--- src/rtl/complete_add_seq.sv ---
// Registered adder for the 32-bit custom float word {exp[7:0] signed, mant[23:0] unsigned}.
// Optional mantissa carry output guarded by COMPLETE_ADD_CARRY_EN.

module csa32 (
  input  logic [31:0] a,
  input  logic [31:0] b,
  input  logic        cin,
  output logic [31:0] sum,
  output logic        cout,
  output logic        ovf
);
  logic [8:0] blk_c;

  function automatic logic [4:0] ripple4(input logic [3:0] x, input logic [3:0] y,
                                         input logic ci);
    logic [3:0] s;
    logic       c;
    c = ci;
    for (int i = 0; i < 4; i++) begin
      s[i] = x[i] ^ y[i] ^ c;
      c    = (x[i] & y[i]) | (x[i] & c) | (y[i] & c);
    end
    return {c, s};
  endfunction

  assign blk_c[0] = cin;

  // Each nibble is precomputed for both carry-ins; the incoming block carry picks one.
  for (genvar g = 0; g < 8; g++) begin : g_blk
    logic [4:0] r0;
    logic [4:0] r1;
    assign r0             = ripple4(a[4*g +: 4], b[4*g +: 4], 1'b0);
    assign r1             = ripple4(a[4*g +: 4], b[4*g +: 4], 1'b1);
    assign sum[4*g +: 4]  = blk_c[g] ? r1[3:0] : r0[3:0];
    assign blk_c[g+1]     = blk_c[g] ? r1[4]   : r0[4];
  end

  assign cout = blk_c[8];
  assign ovf  = (a[31] == b[31]) && (sum[31] != a[31]);
endmodule

module negate_32 (
  input  logic        en,
  input  logic [31:0] x,
  output logic [31:0] y
);
  assign y = en ? (~x + 32'd1) : x;
endmodule

module slt_structural (
  input  logic [31:0] a,
  input  logic [31:0] b,
  output logic        lt
);
  logic [31:0] diff;
  logic        cout_unused;
  logic        ovf;

  csa32 u_sub (
    .a    (a),
    .b    (~b),
    .cin  (1'b1),
    .sum  (diff),
    .cout (cout_unused),
    .ovf  (ovf)
  );

  assign lt = diff[31] ^ ovf;
endmodule

module complete_add_seq (
  input  logic        clk,
  input  logic        reset_n,
  input  logic        in_valid,
  input  logic [31:0] op_a,
  input  logic [31:0] op_b,
  output logic        out_valid,
  output logic [31:0] res
`ifdef COMPLETE_ADD_CARRY_EN
  ,
  output logic        carry_out
`endif
);
  logic signed [31:0] exp_a_p0;
  logic signed [31:0] exp_b_p0;
  logic               a_lt_b_p0;
  logic        [31:0] larger_p0;
  logic        [31:0] smaller_p0;
  logic signed [31:0] lexp_p0;
  logic signed [31:0] sexp_p0;
  logic        [31:0] sexp_neg_p0;
  logic        [31:0] shift_p0;
  logic               shift_cout_unused;
  logic               shift_ovf_unused;
  logic        [23:0] aligned_p0;
  logic        [31:0] mant_sum_p0;
  logic               mant_cout_unused;
  logic               mant_ovf_unused;
  logic        [6:0]  mant_hi_unused;
  logic               mant_carry_p0;
  logic        [23:0] mant_res_p0;
  logic        [31:0] res_p0;

  // The whole 32-bit difference is tested so that any bit above 23 forces a zero result.
  function automatic logic [23:0] align_mant(input logic [23:0] m, input logic [31:0] sh);
    if (sh >= 32'd24) return 24'd0;
    return m >> sh[4:0];
  endfunction

  // Stage p0: exponent compare, operand swap, alignment and mantissa add
  assign exp_a_p0 = {{24{op_a[31]}}, op_a[31:24]};
  assign exp_b_p0 = {{24{op_b[31]}}, op_b[31:24]};

  slt_structural u_slt (
    .a  (exp_a_p0),
    .b  (exp_b_p0),
    .lt (a_lt_b_p0)
  );

  assign larger_p0  = a_lt_b_p0 ? op_b : op_a;
  assign smaller_p0 = a_lt_b_p0 ? op_a : op_b;
  assign lexp_p0    = {{24{larger_p0[31]}},  larger_p0[31:24]};
  assign sexp_p0    = {{24{smaller_p0[31]}}, smaller_p0[31:24]};

  negate_32 u_neg (
    .en (1'b1),
    .x  (sexp_p0),
    .y  (sexp_neg_p0)
  );

  csa32 u_shift (
    .a    (lexp_p0),
    .b    (sexp_neg_p0),
    .cin  (1'b0),
    .sum  (shift_p0),
    .cout (shift_cout_unused),
    .ovf  (shift_ovf_unused)
  );

  assign aligned_p0 = align_mant(smaller_p0[23:0], shift_p0);

  csa32 u_mant (
    .a    ({8'd0, larger_p0[23:0]}),
    .b    ({8'd0, aligned_p0}),
    .cin  (1'b0),
    .sum  (mant_sum_p0),
    .cout (mant_cout_unused),
    .ovf  (mant_ovf_unused)
  );

  assign {mant_hi_unused, mant_carry_p0, mant_res_p0} = mant_sum_p0;
  assign res_p0 = {larger_p0[31:24], mant_res_p0};

  // Stage p1: output registers
  always_ff @(posedge clk or negedge reset_n) begin
    if (!reset_n) begin
      out_valid <= 1'b0;
      res       <= 32'd0;
    end else begin
      out_valid <= in_valid;
      if (in_valid) res <= res_p0;
    end
  end

`ifdef COMPLETE_ADD_CARRY_EN
  always_ff @(posedge clk or negedge reset_n) begin
    if (!reset_n)      carry_out <= 1'b0;
    else if (in_valid) carry_out <= mant_carry_p0;
  end
`else
  logic mant_carry_unused;
  assign mant_carry_unused = mant_carry_p0;
`endif
endmodule

--- config.mk ---
export PLATFORM = sky130hd
export DESIGN_NAME = complete_add_seq
export DESIGN_NICKNAME = d
export VERILOG_FILES = /design/src/rtl/complete_add_seq.sv
export SDC_FILE = /design/constraint.sdc
export NUM_CORES = 1
export LEC_CHECK = 0
export ABC_AREA = 1
export ABC_CLOCK_PERIOD_IN_PS = 1300
export BUFFER_PORTS_ARGS = -buffer_cell sky130_fd_sc_hd__buf_2
export CORE_ASPECT_RATIO = 1.4
export CORE_MARGIN = 5
export CORE_UTILIZATION = 63
export DETAILED_ROUTE_END_ITERATION = 6
export PLACE_DENSITY = 0.81
export SLEW_MARGIN = 0
export SYNTH_ARGS = -nofsm -noshare
export SYNTH_HDL_FRONTEND = slang
export SYNTH_HIERARCHICAL = 1
export SYNTH_SLANG_ARGS = --single-unit
--- constraint.sdc ---
create_clock -name clk -period 1.3 [get_ports clk]
set_clock_uncertainty 0.2 [all_clocks]
set_input_delay 0.26 -clock clk [delete_from_list [all_inputs] [get_ports clk]]
set_output_delay 0.26 -clock clk [all_outputs]
set_load 0.02 [all_outputs]
==> out/summary.txt, run 1 <==
Die height -> 155 um
Tool error -> [ERROR GRT-0232] Routing congestion too high. Check the congestion heatmap in the GUI.
Row count -> 53
Placer congestion estimate -> 0.972
Syn avg cell area -> 5.96 um^2
Largest net degree at the start of global routing -> 34
All-Layer GR Usage -> 1.02
Cells after Synth -> 1580
Failing step -> global routing
I/O pin cnt -> 100
Synth Warn # -> 6
I/O Buffers -> 99
Starting Density -> 0.633
Max H-tree Level -> 2
Final HPWL DP -> 22600 um
CTS Buffer Depth -> 2
GR Overflow Total -> 2210
Root Buffer -> clkbuf_16
Placed cell areas -> 12000 um^2
Synthesized cell area -> 9410 um^2
TritonCTS buffer count -> 5
Worst_ep grt -> res[19]$_DFFE_PN0P_/D
Die X -> 113 um
Worst ep type -> sequential cell input
Status -> stopped before the end
[through the flow]
step | setup TNS, ns | instances | setup WS (ns) | utilization | hold WS, ns
after CTS | -173.38 | 2114 | -6.83 | 0.904 | 0.259
after detailed placement | -189.57 | 2056 | -7.48 | 0.806 | 0.0431
after global placement | -180.95 | 2056 | -7.15 | 0.806 | 0.0362
after floorplan | -184.15 | 1592 | -7.73 | - | -0.236
[repair_timing]
action / 4_1_cts
setup endpoints to repair: 45
pin swaps: 76
hold buffers: 2
resized for setup: 229
cloned: 3
setup buffers: 47
hold endpoints to repair: 34
[layer usage]
metal,global-route usage,GRT overflow
met1,0.857,14
met2,1.48,1829
met3,0.674,15
met4,1.12,350
met5,0.281,2
==> run 2, diff against run 1 <==
Settings changed: CORE_ASPECT_RATIO 1.4 to unset, CORE_UTILIZATION 63 to 40, PLACE_DENSITY 0.81 to unset, PLACE_DENSITY_LB_ADDON set to 0.15.
==> out/summary.txt, run 2 <==
Status -> finished with violations
Violated checks -> negative setup slack
Pleak -> 7.45 nW
Crit Path Max Fanout -> 8
Fin crit period -> 8.17 ns
Synth Warn # -> 6 (unchanged)
Synthesized cell area -> 9410 um^2 (unchanged)
I/O pin cnt -> 100 (unchanged)
Largest net degree at the start of global routing -> 63
Root Buffer -> clkbuf_16
Avg WL per Cell -> 12.4 um
Number of global-route vias before repair -> 10025
Placed cell areas -> 12200 um^2 (+1.6%)
Reg2reg end -> res[20]$_DFFE_PN0P_
Dpl ws -> -7.33 ns (+0.151 ns)
Antenna Nets Post-Route -> 0
Die height -> 163 um (+5.7%)
Pre-antenna DRT Iters -> 5
Setup TNS -> -173.97 ns
Placer congestion estimate -> 0.900 (-7.5%)
Area Overhead vs Synth -> 47.2%
Most flop-heavy register -> res
Vias -> 10682
Hold Crit Start -> in_valid
Die X -> 163 um (+44%)
Non-filler cells, final -> 2247
Core Region -> 23300 um^2
Die area -> 26700 um^2
Worst Path Required -> 1.28 ns
Post-route setup slack -> -6.87 ns
Worst reg-to-reg path cell count -> 2
RSZ-0062 raised after global routing -> yes
Seq. cell area -> 826 um^2
GR Overflow Total -> 0
Worst skew pair latency -> 0.29 ns
CTS Buffer Depth -> 2 (unchanged)
Critical path arrival -> 8.15 ns
Worst r2r src -> res[20]$_DFFE_PN0P_
Placed insts -> 2186 (+6.3%)
CP delay by family, top -> simple AND/OR/NAND/NOR gates
Hold crit path type -> in2reg
Starting Density -> 0.403 (-0.230)
Antenna violations before repair -> 0
Post-Route WL -> 27900 um
Share of layout cells above drive strength 1 -> 0.362
Most frequent cells in the layout -> nand2_1, buf_4, inv_1
Multi-input logic area -> 8560 um^2
Row count -> 56 (+5.7%)
Max H-tree Level -> 2 (unchanged)
Most common cell after layout, fill and taps aside -> nand2_1
Final period util -> 6.28
First-pass GRT wire length -> 46300 um
I/O Buffers -> 99 (unchanged)
Residual DRC count -> 0
Filler cells -> 2231
Min-Delay Endpoint -> out_valid$_DFF_PN0_
Max FFs per register -> 32
Antenna diodes -> 0
F_max -> 122 MHz
PD cells -> 2600 nW/um^2
R2r setup slk -> 0.19 ns
Syn avg cell area -> 5.96 um^2 (unchanged)
Post-layout util -> 0.594
Biggest regs -> res: 32 flops, out_valid: 1 flops
# clock sinks -> 33
Setup Crit Path Kind -> in2reg
Initial DRC Count -> 552
Pwr Total -> 36.0 mW
# nets final -> 2105
Max stage delay on crit path -> 0.26 ns
Final setup vio count -> 39
CP Launch Type -> input port
Avg Vias per Cell -> 4.75
Final HPWL DP -> 22000 um (-2.8%)
Max Slew Vio Count -> 0
Worst hold path cell count -> 2
All-Layer GR Usage -> 0.204
TritonCTS buffer count -> 5 (unchanged)
CTS tree -> yes
Clk pin slew, worst setup/hold paths -> 0.06 ns
Max IR drop VDD -> 1.43 mV
Crit path capture type -> flop
Cell mode on critical path -> nand2_4
Final instance area -> 13900 um^2
Max cap viols -> 0
Final Hold Viols -> 0
CP max-delay cell -> mux2_4
Hold slack -> 0.111 ns
WP buf/inv -> 11
Cells after Synth -> 1580 (unchanged)
## run 2: repair_timing
action                                 CTS  global route
hold buffers                             1             0
setup endpoints to repair               41            61
buffers inserted                        23            34
resized for setup                      171           146
endpoints found under the hold margin   33             0
pin swaps                               67            48
gates cloned                             2             0
## run 2: worst max-delay path by stage
stage                   from                   to  slack (ns)  cells past startpoint
global route        op_b[24]  res[21]$_DFFE_PN0P_       -7.41                     75
finish              op_b[28]  res[21]$_DFFE_PN0P_       -6.87                     80
global placement    op_a[31]  res[22]$_DFFE_PN0P_       -7.10                     69
detailed placement  op_a[31]  res[22]$_DFFE_PN0P_       -7.33                     72
CTS                 op_b[28]  res[21]$_DFFE_PN0P_       -6.67                     82
floorplan           op_b[24]  res[22]$_DFFE_PN0P_       -7.73                     77
## run 2: final cells by class
class	instances	area share
clock buffers	6	0.0100
clock inverters	2	0.00271
inverters	232	0.0661
multi-input cells	1289	0.618
flip-flops and latches	33	0.0596
well taps	319	0.0288
repair buffers	365	0.215
repair inverters	1	0.000542
## run 2: worst reg2reg max path, cell delays in order (launching register included)
cell and delay, ns:
dfrtp_1 0.40, buf_4 0.14, mux2_4 0.26
## run 2: metal layers
layer  global-route usage  up-vias  share of wire
li1                     -     5673              -
met1                0.280     4795           0.47
met2                0.355      185           0.48
met3               0.0207       29          0.033
met4               0.0316        0          0.014
met5                    0        -              0
## run 2: power by group
group,switching (mW),total [mW],internal [mW]
Sequential,0.315,1.78,1.47
Clock,0.518,1.48,0.958
Combinational,18.4,32.8,14.4
Total,19.3,36.0,16.8
No activity file was read; power rests on OpenSTA's default activity.
